--- config.mk ---
export PLATFORM = sky130hd
export DESIGN_NAME = seq_multiplier
export DESIGN_NICKNAME = d
export VERILOG_FILES = /design/src/rtl/seq_multiplier_pkg.sv /design/src/rtl/seq_multiplier_adder.sv /design/src/rtl/seq_multiplier.sv
export SDC_FILE = /design/constraint.sdc
export NUM_CORES = 1
export LEC_CHECK = 0
export ABC_AREA = 0
export CAP_MARGIN = 0
export CORE_MARGIN = 1.5
export CORE_UTILIZATION = 44
export CTS_BUF_LIST = sky130_fd_sc_hd__clkbuf_8
export DETAILED_ROUTE_END_ITERATION = 8
export PLACE_DENSITY_LB_ADDON = 0.1
export SLEW_MARGIN = 10
export SYNTH_ARGS = -nofsm -noshare
export SYNTH_HDL_FRONTEND = slang
export SYNTH_HIERARCHICAL = 1
export SYNTH_SLANG_ARGS = --single-unit
--- constraint.sdc ---
create_clock -name Clock -period 7.81 [get_ports Clock]
set_clock_uncertainty 0.15 [all_clocks]
set_input_delay 1.9525 -clock Clock [delete_from_list [all_inputs] [get_ports Clock]]
set_output_delay 1.9525 -clock Clock [all_outputs]
set_load 0.005 [all_outputs]
--- src/rtl/seq_multiplier_pkg.sv ---
// -----------------------------------------------------------------------------
// seq_multiplier_pkg
//   Shared constants and the FSM state encoding for the sequential
//   shift-and-add multiplier.
//
//   WIDTH : operand width (8)
//   ITER  : number of shift-add steps per multiplication (8)
//   CNT_W : width of the step counter (4)
//   state_t : IDLE=0, RUN=1, DONE=2
// -----------------------------------------------------------------------------
package seq_multiplier_pkg;

    localparam int WIDTH = 8;
    localparam int ITER  = 8;
    localparam int CNT_W = 4;

    typedef enum logic [1:0] {
        IDLE = 2'd0,
        RUN  = 2'd1,
        DONE = 2'd2
    } state_t;

endpackage

--- src/rtl/seq_multiplier_adder.sv ---
// -----------------------------------------------------------------------------
// adder
//   Plain ripple-carry adder. The final carry is deliberately not exported;
//   callers that need it must recover it themselves.
//
//   Ports:
//     A      [AW-1:0] in  : first addend
//     B      [AW-1:0] in  : second addend
//     Result [AW-1:0] out : (A + B) modulo 2**AW
// -----------------------------------------------------------------------------
module adder
    import seq_multiplier_pkg::*;
#(
    parameter int AW = WIDTH
) (
    input  logic [AW-1:0] A,
    input  logic [AW-1:0] B,
    output logic [AW-1:0] Result
);

    // w_carry[i] is the carry into bit i; the carry out of the top bit is
    // never formed.
    logic [AW-1:0] w_carry;

    assign w_carry[0] = 1'b0;

    genvar i;
    generate
        for (i = 0; i < AW; i++) begin : g_bit
            assign Result[i] = A[i] ^ B[i] ^ w_carry[i];
            if (i < AW - 1) begin : g_carry
                assign w_carry[i+1] = (A[i] & B[i]) | (w_carry[i] & (A[i] ^ B[i]));
            end
        end
    endgenerate

endmodule

--- src/rtl/seq_multiplier.sv ---
// -----------------------------------------------------------------------------
// seq_multiplier
//   Unsigned 8x8 sequential shift-and-add multiplier. One step per clock,
//   eight steps per product, fixed latency.
//
//   Handshake: Start is sampled only in IDLE; when high there, A and B are
//   captured on that edge. Busy is high for the 8 RUN cycles that follow,
//   then Done pulses for exactly one cycle, in which Product first shows
//   the new result. Start is ignored in RUN and DONE (no queuing).
//
//   Ports:
//     Clock              in  : rising-edge clock
//     Reset              in  : synchronous, active-high reset
//     Start              in  : multiply request (IDLE only)
//     A, B   [WIDTH-1:0] in  : unsigned operands, captured on acceptance
//     Product[2W-1:0]    out : registered result, held between operations
//     Busy               out : high while in RUN
//     Done               out : one-cycle pulse in DONE
//     o_dbg_state [1:0]  out : current FSM state (debug visibility)
// -----------------------------------------------------------------------------
module seq_multiplier #(
    parameter int WIDTH = seq_multiplier_pkg::WIDTH
) (
    input  logic                 Clock,
    input  logic                 Reset,
    input  logic                 Start,
    input  logic [WIDTH-1:0]     A,
    input  logic [WIDTH-1:0]     B,
    output logic [2*WIDTH-1:0]   Product,
    output logic                 Busy,
    output logic                 Done,
    output logic [1:0]           o_dbg_state
);

    import seq_multiplier_pkg::*;

    state_t              r_state;
    state_t              w_state_next;

    logic [WIDTH-1:0]    r_m;       // multiplicand
    logic [WIDTH-1:0]    r_q;       // multiplier, shifted right; fills with product low bits
    logic [WIDTH-1:0]    r_acc;     // running high half
    logic [CNT_W-1:0]    r_count;   // steps completed

    logic [WIDTH-1:0]    w_addend;
    logic [WIDTH-1:0]    w_sum;
    logic                w_carry;
    logic                w_last;

    assign w_addend = r_q[0] ? r_m : '0;

    adder #(
        .AW (WIDTH)
    ) u_adder (
        .A      (r_acc),
        .B      (w_addend),
        .Result (w_sum)
    );

    // The adder has no carry-out: an unsigned sum that wrapped is smaller
    // than either addend, so comparing against Acc recovers the carry.
    assign w_carry = (w_sum < r_acc);

    assign w_last  = (r_count == CNT_W'(ITER - 1));

    assign o_dbg_state = r_state;

    // ---------------- FSM: next state and state-decoded outputs ----------------
    always_comb begin
        w_state_next = r_state;
        Busy         = 1'b0;
        Done         = 1'b0;
        case (r_state)
            IDLE: begin
                if (Start) begin
                    w_state_next = RUN;
                end
            end
            RUN: begin
                Busy = 1'b1;
                if (w_last) begin
                    w_state_next = DONE;
                end
            end
            DONE: begin
                Done         = 1'b1;
                w_state_next = IDLE;
            end
            default: begin
                w_state_next = IDLE;
            end
        endcase
    end

    // ---------------- State register and datapath ----------------
    always_ff @(posedge Clock) begin
        if (Reset) begin
            r_state <= IDLE;
            r_m     <= '0;
            r_q     <= '0;
            r_acc   <= '0;
            r_count <= '0;
            Product <= '0;
        end else begin
            r_state <= w_state_next;
            case (r_state)
                IDLE: begin
                    if (Start) begin
                        r_m     <= A;
                        r_q     <= B;
                        r_acc   <= '0;
                        r_count <= '0;
                    end
                end
                RUN: begin
                    // {Acc,Q} <= {C,Sum,Q[W-1:1]}: the 2W+1-bit value shifted right one.
                    r_acc   <= {w_carry, w_sum[WIDTH-1:1]};
                    r_q     <= {w_sum[0], r_q[WIDTH-1:1]};
                    r_count <= r_count + CNT_W'(1);
                    if (w_last) begin
                        // Same value the registers take on this edge.
                        Product <= {w_carry, w_sum, r_q[WIDTH-1:1]};
                    end
                end
                default: begin
                end
            endcase
        end
    end

endmodule

==> flow_metrics.tcl <==
set metrics [dict create \
    numCtsBuffers 5 \
    areaGrowthSynthToFinish_pct 21.1 \
    dp_hpwl_um 2910 \
    post_cts_buffers 0 \
    grt_pass1_wl_um 7460 \
    fmax_ghz 0.223 \
    end_kind "flop" \
    async_flop_share_pct 0 \
    fillers 470 \
    crit_type "flop to flop" \
    grt.busiest_layer "met2" \
    grt_max_degree 48 \
    cp_num_buf_inv 2 \
    final.setup.tns_ns 0 \
    cp_common_cell "fa_1" \
    grt_antenna_before_repair 0 \
    die_h_um 72.8 \
    synth_area_mm2 0.00214 \
    groute.layer.met3.usage_pct 4.28 \
    routed_wirelength_um 4490 \
    die_x_um 72.8 \
    hp-class "flop to flop" \
    peakVddDrop_mv 0.180 \
    cts_tree "yes" \
    drtAntennaViolNets 0 \
    tightest_slew_ns 0.871 \
    cts.path.max_buffers 2 \
    routabilityCongestion 0.798 \
    p_per_area_mw_per_mm2 170 \
    cts-root-buf "clkbuf_8" \
    critPathMaxFanout 9 \
    floorplan.initialDensity_pct 45.7 \
    finalSetupViolCount 0 \
    drive_above_1_share_pct 5.65 \
    clkSinkCount 46 \
    insertedDiodeCount 0 \
    slew_headroom_pct 41.9 \
    wire_per_inst_um 13.3 \
    ys.flop_type "dfxtp_1" \
    core_mm2 0.00469 \
    cpMaxStageDelayCell "o41ai_1" \
    synth_top_area_share_pct 43.0 \
    via_per_inst 5.16 \
    ys_seq_area_share_pct 43.0 \
    synth_most_common_cell "nand2_1" \
    regToRegEndpoint "r_acc[7]$_SDFFE_PP0P_" \
    outcome "finished, final reports clean" \
    drtIter0Drc 100 \
    ctsHoldBuffers 0 \
    cp_data_required_time_ns 7.81 \
    post-route-drc-count 0 \
    met2_usage_pct 29.1 \
    path_cells "and2_1 -> ha_1 -> inv_1 -> fa_1 -> inv_1 -> fa_1 -> fa_1 -> fa_1 -> fa_1 -> fa_1 -> xor3_1 -> ha_1 -> nand3_1 -> o41ai_1 -> o22ai_1" \
    reg2reg_from "r_q[0]$_SDFFE_PP0P_" \
    crit_cells 15 \
    overflow 0 \
    clock_latency_ns 0.29 \
    yosys.area.top_type "dfxtp_1" \
    critPathLaunch "r_q[0]$_SDFFE_PP0P_" \
    rsz0062_at_grt "no" \
    cp_top_family "adder cells" \
    cp_slowest_stage_delay_ns 0.51 \
    critPathArrivalTime_ns 4.47 \
    pre_cts_ws_ns 3.34 \
    grt_use_total_pct 18.1 \
    max_cap_viol_count 0 \
    r2r.worst_path.cells 15 \
    syn_nets 284 \
    grt_use_met1_pct 25.0 \
    r2r_setup_slack_ns 3.34 \
    synth_edf_count 0 \
    io_pins 39 \
    finalNetCount 316 \
    ys_ff_latch 46 \
    h-tree-depth 2 \
    synth_warnings 6 \
    fin_crit_ns 4.47 \
    syn_avg_cell_area_um2 8.57 \
    hold_violations 0 \
    die-area_mm2 0.00530 \
    cp-start-kind "flop" \
    finalPower_uw 442 \
    worst_slack_ns 3.34 \
    clkTransAtPathRegs_ns 0.08 \
    postLayoutCoreUtil_pct 55.3 \
    vias 1738 \
    cellLeakagePower_uw 0.000951 \
    cts.repair.resized 0 \
    synth_cell_types 36 \
    min_delay_path_depth 2 \
    synthTopCellsByCount "62 x nand2_1, 46 x dfxtp_1, 41 x a21oi_1" \
    port-buffer-count 38 \
    first_global_vias 1616 \
    crit_end "r_acc[7]$_SDFFE_PP0P_" \
    min_period_over_period_pct 57.3 \
    rows 25 \
    drv_slew 0 \
    synthCells 250 \
    hold_ws_ns 0.305 \
    yosys-top-cells-area "dfxtp_1 43%, nand2_1 11%, a21oi_1 9.6%" \
    drt_first_pass_iters 4 \
]
per-stage QoR:
stage | cells | area, um^2
CTS | 337 | 2590
detailed placement | 329 | 2500
global route | 337 | 2590
floorplan | 250 | 2140
finish | 337 | 2590
global placement | 329 | 2500
flip-flops by register name (all words and copies together) (netlist names):
name / cells
Product: 16
o_dbg_state: 2
r_acc: 8
r_count: 4
r_m: 8
r_q: 8
how the worst min path moves through the flow:
| stage | startpoint | endpoint | slack [ns] |
|---|---|---|---|
| 3_5_place_dp | Product[6]$_SDFFE_PP0P_ | Product[6]$_SDFFE_PP0P_ | 0.30 |
| 6_report | Product[6]$_SDFFE_PP0P_ | Product[6]$_SDFFE_PP0P_ | 0.30 |
| 3_3_place_gp | Product[6]$_SDFFE_PP0P_ | Product[6]$_SDFFE_PP0P_ | 0.29 |
| 5_1_grt | Product[6]$_SDFFE_PP0P_ | Product[6]$_SDFFE_PP0P_ | 0.32 |
| 2_1_floorplan | r_m[0]$_SDFFE_PP0P_ | r_m[0]$_SDFFE_PP0P_ | 0.28 |
| 4_1_cts | Product[6]$_SDFFE_PP0P_ | Product[6]$_SDFFE_PP0P_ | 0.31 |
logic make-up after synthesis:
logic type / after synthesis / synth area share, %
buf+inv: 27 / 6.66
flops: 46 / 43.0
compound gates: 56 / 14.8
mux: 1 / 0.526
simple gates: 104 / 23.1
xor+xnor: 1 / 1.11
fa+ha+maj: 15 / 10.9
layer usage:
metal / wire length [um] / up-vias / share of wire [%]
met5: 0 / - / 0
met4: 27 / 0 / 0.60
met3: 169 / 2 / 3.8
met2: 1990 / 34 / 44
met1: 2300 / 804 / 51
li1: - / 898 / -
worst reg2reg max path, delay by kind of cell, from the launching register on:
family | cells | cell delay [ns]
flops | 1 | 0.37
simple gates | 2 | 0.24
fa+ha+maj | 8 | 2.56
buf+inv | 2 | 0.11
xor+xnor | 1 | 0.24
compound gates | 2 | 0.66
power by group:
group / switching [uW] / total [uW] / internal, uW
sequential: 5.92 / 248 / 242
clock: 76.1 / 146 / 70.2
combinational: 26.8 / 48.3 / 21.5
total: 109 / 442 / 333
placed cells by master (no fill, tap or decap), types with 2 or more instances in the layout:
| cell | instances |
|---|---|
| o21ai_0 | 2 |
| a21oi_1 | 41 |
| nor3_1 | 2 |
| nor2_1 | 8 |
| nand3b_1 | 2 |
| inv_1 | 13 |
| fa_1 | 6 |
| dfxtp_1 | 46 |
| nand3_1 | 9 |
| a2111oi_0 | 2 |
| nand2_1 | 62 |
| clkdlybuf4s50_1 | 38 |
| and2_1 | 8 |
| nor2_2 | 2 |
| a22oi_1 | 7 |
| clkbuf_8 | 6 |
| ha_1 | 9 |
cell type report:
| class | instances | area, um^2 | area share, % |
|---|---|---|---|
| Clock buffer | 6 | 82.6 | 3.18 |
| Inverter | 13 | 48.8 | 1.88 |
| Clock inverter | 2 | 8.76 | 0.338 |
| Tap cell | 54 | 67.6 | 2.60 |
| Multi-Input combinational cell | 177 | 1080 | 41.6 |
| Sequential cell | 46 | 921 | 35.5 |
| Timing Repair Buffer | 39 | 388 | 14.9 |
(Power assumes the default switching activity.)
